[src/rtl/cpu_pkg.sv]
// Shared encodings for the multi-cycle MIPS-subset core:
// opcodes, function codes, FSM states and ALU operations.
package cpu_pkg;

    typedef enum logic [2:0] {
        S_FETCH,
        S_DECODE,
        S_EXEC,
        S_MEM,
        S_WB,
        S_HALT
    } state_e;

    typedef enum logic [2:0] {
        ALU_ADD,
        ALU_SUB,
        ALU_AND,
        ALU_OR,
        ALU_SLT,
        ALU_SLL,
        ALU_LUI
    } alu_op_e;

    localparam logic [5:0] OP_RTYPE = 6'h00;
    localparam logic [5:0] OP_J     = 6'h02;
    localparam logic [5:0] OP_JAL   = 6'h03;
    localparam logic [5:0] OP_BEQ   = 6'h04;
    localparam logic [5:0] OP_BNE   = 6'h05;
    localparam logic [5:0] OP_ADDIU = 6'h09;
    localparam logic [5:0] OP_ORI   = 6'h0d;
    localparam logic [5:0] OP_LUI   = 6'h0f;
    localparam logic [5:0] OP_LW    = 6'h23;
    localparam logic [5:0] OP_SW    = 6'h2b;

    localparam logic [5:0] FN_SLL  = 6'h00;
    localparam logic [5:0] FN_JR   = 6'h08;
    localparam logic [5:0] FN_ADDU = 6'h21;
    localparam logic [5:0] FN_SUBU = 6'h23;
    localparam logic [5:0] FN_AND  = 6'h24;
    localparam logic [5:0] FN_OR   = 6'h25;
    localparam logic [5:0] FN_SLT  = 6'h2a;

    function automatic logic is_legal(input logic [5:0] op,
                                      input logic [5:0] fn);
        logic ok;
        ok = 1'b0;
        case (op)
            OP_RTYPE: begin
                case (fn)
                    FN_SLL, FN_JR, FN_ADDU, FN_SUBU,
                    FN_AND, FN_OR, FN_SLT: ok = 1'b1;
                    default:               ok = 1'b0;
                endcase
            end
            OP_J, OP_JAL, OP_BEQ, OP_BNE, OP_ADDIU,
            OP_ORI, OP_LUI, OP_LW, OP_SW: ok = 1'b1;
            default: ok = 1'b0;
        endcase
        return ok;
    endfunction

    function automatic alu_op_e alu_sel(input logic [5:0] op,
                                        input logic [5:0] fn);
        alu_op_e sel;
        sel = ALU_ADD;
        case (op)
            OP_RTYPE: begin
                case (fn)
                    FN_SUBU: sel = ALU_SUB;
                    FN_AND:  sel = ALU_AND;
                    FN_OR:   sel = ALU_OR;
                    FN_SLT:  sel = ALU_SLT;
                    FN_SLL:  sel = ALU_SLL;
                    default: sel = ALU_ADD;
                endcase
            end
            OP_ORI:  sel = ALU_OR;
            OP_LUI:  sel = ALU_LUI;
            default: sel = ALU_ADD;
        endcase
        return sel;
    endfunction

endpackage

[src/rtl/reg_file.sv]
// 32x32 register file, two asynchronous read ports and one write port.
// r0 is hardwired to zero on read and never written.
module reg_file (
    input  logic        clk_i,
    input  logic        rst_ni,
    input  logic [4:0]  ra_a_i,
    input  logic [4:0]  ra_b_i,
    output logic [31:0] rd_a_o,
    output logic [31:0] rd_b_o,
    input  logic        we_i,
    input  logic [4:0]  wa_i,
    input  logic [31:0] wd_i
);

    logic [31:0] regs_q [32];

    always_ff @(posedge clk_i or negedge rst_ni) begin
        if (!rst_ni) begin
            for (int i = 0; i < 32; i++) begin
                regs_q[i] <= '0;
            end
        end else if (we_i && (wa_i != 5'd0)) begin
            regs_q[wa_i] <= wd_i;
        end
    end

    assign rd_a_o = (ra_a_i == 5'd0) ? 32'd0 : regs_q[ra_a_i];
    assign rd_b_o = (ra_b_i == 5'd0) ? 32'd0 : regs_q[ra_b_i];

endmodule

[src/rtl/multi_cycle_cpu.sv]
// Multi-cycle MIPS-subset core: FETCH/DECODE/EXEC/MEM/WB/HALT
// sequencer around a single shared memory bus.
module multi_cycle_cpu
    import cpu_pkg::*;
#(
    parameter logic [31:0] RESET_PC = 32'h0000_0000,
    parameter int unsigned CNT_W    = 32
) (
    input  logic             clock,
    input  logic             reset,
    output logic             mem_req,
    output logic             mem_we,
    output logic [31:0]      mem_addr,
    output logic [31:0]      mem_wdata,
    input  logic [31:0]      mem_rdata,
    input  logic             mem_ack,
    output logic [31:0]      data_result,
    output logic [CNT_W-1:0] retired,
    output logic             halted
);

    state_e           state_q, state_d;
    logic             live_q;
    logic [31:0]      pc_q, ir_q, a_q, b_q, imm_q, alu_q, mdr_q;
    logic [CNT_W-1:0] ret_q;

    logic [5:0]  op, fn;
    logic [4:0]  rs, rt, rd, shamt;
    logic        is_r, is_ld, is_st, is_jr, is_jmp, is_ctl, take;
    logic        fetch_ack, data_ack, retire;
    logic [31:0] rs_val, rt_val, imm_ext, opnd, alu_res;
    logic        rf_we;
    logic [4:0]  rf_wa;
    logic [31:0] rf_wd;

    assign op     = ir_q[31:26];
    assign fn     = ir_q[5:0];
    assign rs     = ir_q[25:21];
    assign rt     = ir_q[20:16];
    assign rd     = ir_q[15:11];
    assign shamt  = ir_q[10:6];
    assign is_r   = (op == OP_RTYPE);
    assign is_ld  = (op == OP_LW);
    assign is_st  = (op == OP_SW);
    assign is_jr  = is_r && (fn == FN_JR);
    assign is_jmp = (op == OP_J) || (op == OP_JAL);
    assign take   = ((op == OP_BEQ) && (a_q == b_q))
                 || ((op == OP_BNE) && (a_q != b_q));
    assign is_ctl = (op == OP_BEQ) || (op == OP_BNE)
                 || is_jmp || is_jr;

    assign imm_ext = (op == OP_ORI) ? {16'h0, ir_q[15:0]}
                                    : {{16{ir_q[15]}}, ir_q[15:0]};

    // live_q keeps the bus idle until the first edge after reset release
    assign mem_req   = live_q && ((state_q == S_FETCH) || (state_q == S_MEM));
    assign mem_we    = live_q && (state_q == S_MEM) && is_st;
    assign mem_addr  = (state_q == S_MEM) ? alu_q : pc_q;
    assign mem_wdata = b_q;
    assign fetch_ack = mem_req && mem_ack && (state_q == S_FETCH);
    assign data_ack  = mem_req && mem_ack && (state_q == S_MEM);

    assign retire = ((state_q == S_EXEC) && is_ctl)
                 || (data_ack && is_st)
                 || (state_q == S_WB);

    assign data_result = alu_q;
    assign retired     = ret_q;
    assign halted      = (state_q == S_HALT);

    assign rf_we = (state_q == S_WB)
                || ((state_q == S_EXEC) && (op == OP_JAL));
    assign rf_wa = (state_q == S_EXEC) ? 5'd31 : (is_r ? rd : rt);
    assign rf_wd = (state_q == S_EXEC) ? pc_q : (is_ld ? mdr_q : alu_q);

    reg_file u_rf (
        .clk_i  (clock),
        .rst_ni (reset),
        .ra_a_i (rs),
        .ra_b_i (rt),
        .rd_a_o (rs_val),
        .rd_b_o (rt_val),
        .we_i   (rf_we),
        .wa_i   (rf_wa),
        .wd_i   (rf_wd)
    );

    always_comb begin
        opnd    = is_r ? b_q : imm_q;
        alu_res = '0;
        case (alu_sel(op, fn))
            ALU_ADD: alu_res = a_q + opnd;
            ALU_SUB: alu_res = a_q - opnd;
            ALU_AND: alu_res = a_q & opnd;
            ALU_OR:  alu_res = a_q | opnd;
            ALU_SLT: alu_res = {31'd0, $signed(a_q) < $signed(opnd)};
            ALU_SLL: alu_res = b_q << shamt;
            ALU_LUI: alu_res = {imm_q[15:0], 16'h0};
            default: alu_res = '0;
        endcase
    end

    always_comb begin
        state_d = state_q;
        case (state_q)
            S_FETCH:  if (fetch_ack) state_d = S_DECODE;
            S_DECODE: state_d = is_legal(op, fn) ? S_EXEC : S_HALT;
            S_EXEC: begin
                if (is_ld || is_st) state_d = S_MEM;
                else if (is_ctl)    state_d = S_FETCH;
                else                state_d = S_WB;
            end
            S_MEM:    if (data_ack) state_d = is_ld ? S_WB : S_FETCH;
            S_WB:     state_d = S_FETCH;
            default:  state_d = S_HALT;
        endcase
    end

    always_ff @(posedge clock or negedge reset) begin
        if (!reset) begin
            state_q <= S_FETCH;
            live_q  <= 1'b0;
            pc_q    <= RESET_PC;
            ir_q    <= '0;
            a_q     <= '0;
            b_q     <= '0;
            imm_q   <= '0;
            alu_q   <= '0;
            mdr_q   <= '0;
            ret_q   <= '0;
        end else begin
            state_q <= state_d;
            live_q  <= 1'b1;
            if (fetch_ack) begin
                ir_q <= mem_rdata;
                pc_q <= pc_q + 32'd4;
            end
            if (state_q == S_DECODE) begin
                a_q   <= rs_val;
                b_q   <= rt_val;
                imm_q <= imm_ext;
            end
            if (state_q == S_EXEC) begin
                if (take)        pc_q <= pc_q + {imm_q[29:0], 2'b00};
                else if (is_jmp) pc_q <= {pc_q[31:28], ir_q[25:0], 2'b00};
                else if (is_jr)  pc_q <= a_q;
                if (!is_ctl)     alu_q <= alu_res;
            end
            if (data_ack && is_ld) mdr_q <= mem_rdata;
            if (retire) ret_q <= ret_q + CNT_W'(1);
        end
    end

endmodule

[config.mk]
export PLATFORM = sky130hd
export DESIGN_NAME = multi_cycle_cpu
export DESIGN_NICKNAME = d
export VERILOG_FILES = /design/src/rtl/cpu_pkg.sv /design/src/rtl/reg_file.sv /design/src/rtl/multi_cycle_cpu.sv
export SDC_FILE = /design/constraint.sdc
export NUM_CORES = 2
export LEC_CHECK = 0
export BUFFER_PORTS_ARGS = -buffer_cell sky130_fd_sc_hd__clkbuf_2
export CAP_MARGIN = 20
export CORE_ASPECT_RATIO = 1.25
export CORE_UTILIZATION = 45
export CTS_BUF_LIST = sky130_fd_sc_hd__clkbuf_4
export DETAILED_ROUTE_END_ITERATION = 7
export PLACE_DENSITY_LB_ADDON = 0.12
export SETUP_SLACK_MARGIN = 0.2
export SLEW_MARGIN = 15
export SYNTH_ARGS = -nofsm -noshare
export SYNTH_HDL_FRONTEND = slang
export SYNTH_SLANG_ARGS = --single-unit
[constraint.sdc]
create_clock -name clock -period 4.7 [get_ports clock]
set_clock_uncertainty 0.1 [all_clocks]
set_input_delay 0.235 -clock clock [delete_from_list [all_inputs] [get_ports clock]]
set_output_delay 0.235 -clock clock [all_outputs]
set_load 0.02 [all_outputs]
# Word-level counts from Yosys, hierarchy flattened
# Index checks and enable logic that the tools add are counted.
# totals
ff_bits,1284
romBits,0
word_cells,163
in_bits,35
ramBits,0
mem_count,0
latch_bits,0
# classes
reduce_logical,36
eq_ne,31
mul,0
add_sub_neg,5
div,0
n_mux,36
n_shift,1
bitwise_logic,6
n_lt_le_gt_ge,5
# ops
cell,n
bitwise mux 1024 bit,1
two-way mux 32 bit,17
binary-select mux 32 bit (select 5 bit),2
one-hot mux 32 bit (7 select lines),1
demux 32 bit (select 5 bit),1
adder 32 bit,2
equality test 6 bit (second input constant),7
adder 32 x 1 -> 32 bit (second input constant),1
adder 32 x 3 -> 32 bit (second input constant),1
AND 32 bit,1
equality test 32 bit,1
< comparator 32 bit,1
!= test 32 bit,1
bitwise OR 32 bit,1
left shift 32 x 5 -> 32 bit,1
subtractor 32 bit,1
one-hot mux 3 bit (5 select lines),2
equality test 6 x 4 -> 1 bit (second input constant),4
greater-or-equal comparator 6 bit (second input constant),3
two-way mux 3 bit,6
inverter 5 -> 6 bit,3
equality test 3 bit (second input constant),5
logical AND 1 bit,15
equality test 3 x 2 -> 1 bit (second input constant),4
19 further kinds,38

# Logic depth before layout (Yosys ltp)
# depth
ltp_word,10
ltp_mapped,19

# Hierarchy
# From an unflattened synthesis, not the netlist that was laid out.
# unflattened
hier_cells,6098
area_unflattened_um2,75194.6
# modules_own_cells
module,seq_area_each_um2,instances,area_each_um2,cells_per_inst
reg_file,25624.6,1,54394.7,3667
multi_cycle_cpu,6130.9,1,20799.9,2431

# Least setup slack after synthesis
# Ideal clock, no wire load.
# synth_path
kind,reg2reg
startpoint,reg ir_q[31]
endpoint,"reg alu_q[23], in the netlist data_result[23]"
n_path_buf,3
arrival_time_ns,3.897
stages_incl_launch_ff,19
required_ns,4.471
slack_ns,0.574
cell_sequence,dfrtp_1 > nor2_4 > and3_1 > clkbuf_1 > buf_2 > buf_1 > nand2_1 > o21ai_0 > inv_1 > ha_1 > o21ba_2 > a2111oi_2 > o2111a_1 > o31ai_2 > a211oi_2 > o21ai_0 > nor3b_1 > o21ai_0 > a21oi_1
# synth_via
elab_chain_cells,6
# synth_lines
element,line,text
start: declaration,multi_cycle_cpu.sv:24,"logic [31:0] pc_q, ir_q, a_q, b_q, imm_q, alu_q, mdr_q;"
start signal: assignment,multi_cycle_cpu.sv:135,ir_q <= mem_rdata;
"parallel branches: the longest is 6 deep, another holds subtractor 32 bit",--,
end signal: assignment,multi_cycle_cpu.sv:147,if (!is_ctl) alu_q <= alu_res;
end: declaration,multi_cycle_cpu.sv:24,
# Parallel ways; which one is timed is not known.
# A chain may end at the register's enable or synchronous reset.

# Final worst setup path
# layout_path
startpoint,reg ir_q[27]
endpoint,"reg alu_q[20], in the netlist data_result[20]"
# Same word-level chain as after synthesis.

==> metrics <==
status finished clean; starting density of the core 0.454; TNS Setup 0 ps; maximum fanout along the worst path 23; via count approximately 65k; worst-path cell chain nor2_1 > buf_4 > nand3_2 > buf_12 > nand2_1 > nand2_1 > inv_1 > ha_1 > or4_4 > nand3b_1 > a211oi_2 > nor3_1 > o41ai_2 > buf_4 > nand2_1 > a32oi_1 > or4_1 > o211ai_1; normalized max-slew margin 0.173; Synth async-reset ratio 1.00; final wirelength roughly 330000 um; port buffer count 165; CTS Root Cell clkbuf_4; Final Setup Violations 0; Mapped Area about 74000 um^2; Buf+Inv Stages, Crit Path 4; P_leak around 35 nW; core footprint between 150000 and 200000 um^2; Post-synth top cells dfrtp_1 (1269), nand2_1 (1117), o21ai_0 (1085); initial antenna violation count 26; CTS sink cnt 1269; final hold violation count 0; uppermost layer routed met5; largest area contributor in the netlist dfrtp_1; Worst Setup End Kind flip-flop; post-DP HPWL between 200000 and 250000 um; # IOs approximately 170; Via density around 6.4; Period minus WS final roughly 4400 ps; metal2 WL 146000 um; Setup WS pre-CTS 56.2 ps; CTS H-tree depth 5; crit path kind reg2reg; most common cell in the netlist dfrtp_1; most frequent CP cell nand2_1; R2R depth 18; Hold Crit Depth 4; M1 WL approximately 130000 um; CTS clk-pin slew, worst paths about 80 ps; hold_ws 97.7 ps; Routed Antenna Nets 0; Final #Nets approximately 7.9k; Longest Clk Path Bufs 4; Final WS setup between 200 and 300 ps; unrepaired setup endpoints after global routing false; global route total overflow 0; WL/cell ~33 um; synth unique cells 96; sequential element share of the synthesized area 0.432; cells after synthesis 7355; synth top area cells dfrtp_1 (43%), mux4_2 (8.7%), o21ai_0 (7.4%); Ys Warns 0; Reg area roughly 32000 um^2; max cap viols 0; Hold/Removal Path Class in2reg; fin crit share 0.945; GPL Wtd Cong 1.06; #FFs+latches synth about 1.3k; Pwr per Cell Area approximately 260 nW/um^2; TritonCTS buffer count 358; Die H approximately 450 um; fillers 15.2k; area grow syn2layout 13.8%; residual DRC count 0; crit path max-delay cell type or4_4; Die X 363 um; GRT Util Overall 0.398; via count of the first global-routing pass 64.1k; WP data required around 5800 ps; largest net degree at the start of global routing between 100 and 150; max-slew violation count 0; latest clock arrival within the worst-skew pair 1430 ps; Starting DRT DRC Count just over 7k; Multi-input gate area around 39000 um^2; Detailed Routing Iterations Pass 1 8; CTS tree yes; CP delay by family, top simple AND/OR/NAND/NOR gates; startpoint types flip-flop; die area 165000 um^2; actual slew at the worst max-slew pin 1230 ps; fmax around 230 MHz; CP max stage delay 560 ps; Worst Path Arrival between 5000 and 6000 ps; Site Rows about 170; Top FF cell, synth dfrtp_1; Net Count, Synth 7537; peak supply drop 0.242 mV; r2r setup slk 260 ps; Yosys top cell area share 0.432; global-route wire length before repair between 400000 and 500000 um; layout cells sized above 1 0.239; met3 WL around 32000 um; CP Depth 18; number of synthesized flops with an enable pin 0; syn avg cell area 9.99 um^2
-- path summary, 6_finish.rpt --
check,from,end
max,ir_q[27],data_result[20]
min,mem_rdata[22],mdr_q[22]
max reg2reg,ir_q[27],data_result[20]
min reg2reg,u_rf.regs_q[995],u_rf.regs_q[995]
max in group asynchronous,reset,ir_q[16]
min in group asynchronous,reset,u_rf.regs_q[546]
-- metrics by stage --
stage                     instances  utilization  instance area [um^2]  power [W]
after floorplan                7355            -                 73500     0.0111
after global placement         9425        0.484                 78500     0.0114
after detailed placement       9425        0.484                 78500     0.0114
after CTS                     10089        0.515                 83500     0.0216
after global routing          10101        0.516                 83600     0.0222
final                         10110        0.516                 83700     0.0214
-- flip-flops by register name (all words and copies together) (netlist names) --
signal	count
mem_wdata	32
pc_q	32
a_q	32
data_result	32
u_rf.regs_q	1024
retired	32
state_q	3
mdr_q	32
imm_q	17
ir_q	32
live_q	1
-- logic make-up (layout without fill, tap and decap cells) --
family                   after synthesis  count (layout)  synth area share
flip-flops                          1269            1269             0.432
XOR/XNOR                             144             144            0.0172
AO/OA/AOI/OAI                       2203            2203             0.174
AND/OR/NAND/NOR                     1672            1673            0.0960
multiplexers                        1160            1160             0.214
adder cells (fa/ha/maj)              147             147            0.0253
buffers and inverters                759            1326            0.0418
other                                  1              17         0.0000510
-- area by class of cell --
| class | instances | area share |
|---|---|---|
| inverter | 114 | 0.00511 |
| antenna | 16 | 0.000479 |
| multi-input combinational | 5328 | 0.467 |
| clock buffer | 505 | 0.0453 |
| clock inverter | 85 | 0.00529 |
| tap | 2171 | 0.0325 |
| sequential | 1269 | 0.380 |
| timing repair buffer | 622 | 0.0638 |
-- worst min-delay path, delay by kind of cell --
family | cells | cell delay, ps
multiplexers | 1 | 160
buffers and inverters | 3 | 1200
-- metal layers --
metal	GRT usage	vias to the layer above
met5	0	-
met4	0.258	14
met3	0.116	1061
met2	0.603	3605
met1	0.497	32575
li1	-	27702
-- layout by cell type, fill, tap and decap left out, types with 65 or more instances in the layout --
cell type,synthesis,layout
dfrtp_1,1269,1255
nand2_1,1117,1095
o21ai_0,1085,1082
clkbuf_4,0,506
a21oi_1,476,472
mux2i_1,452,452
mux2_2,419,419
buf_4,13,312
mux4_2,285,285
nor2_1,206,197
o22ai_1,174,174
clkbuf_2,0,164
o221ai_1,145,145
ha_1,144,142
inv_1,110,110
nor3_1,98,94
xnor2_1,79,79
dlygate4sd3_1,0,72
buf_12,0,69
clkinv_1,1,67
xor2_1,65,65
-- where the power goes --
part	internal, W	switching [W]
clock	0.00512	0.00503
sequential	0.0109	0.000000336
combinational	0.0000707	0.000270
total	0.0161	0.00530
-- repair_timing --
action	CTS	global route
buffers inserted	1	1
pin swaps	1	5
endpoints found under the setup margin	12	15
resized for setup	5	19
hold buffers	73	0
endpoints found under the hold margin	1372	0
gates cloned	0	1
(Power assumes the default switching activity.)
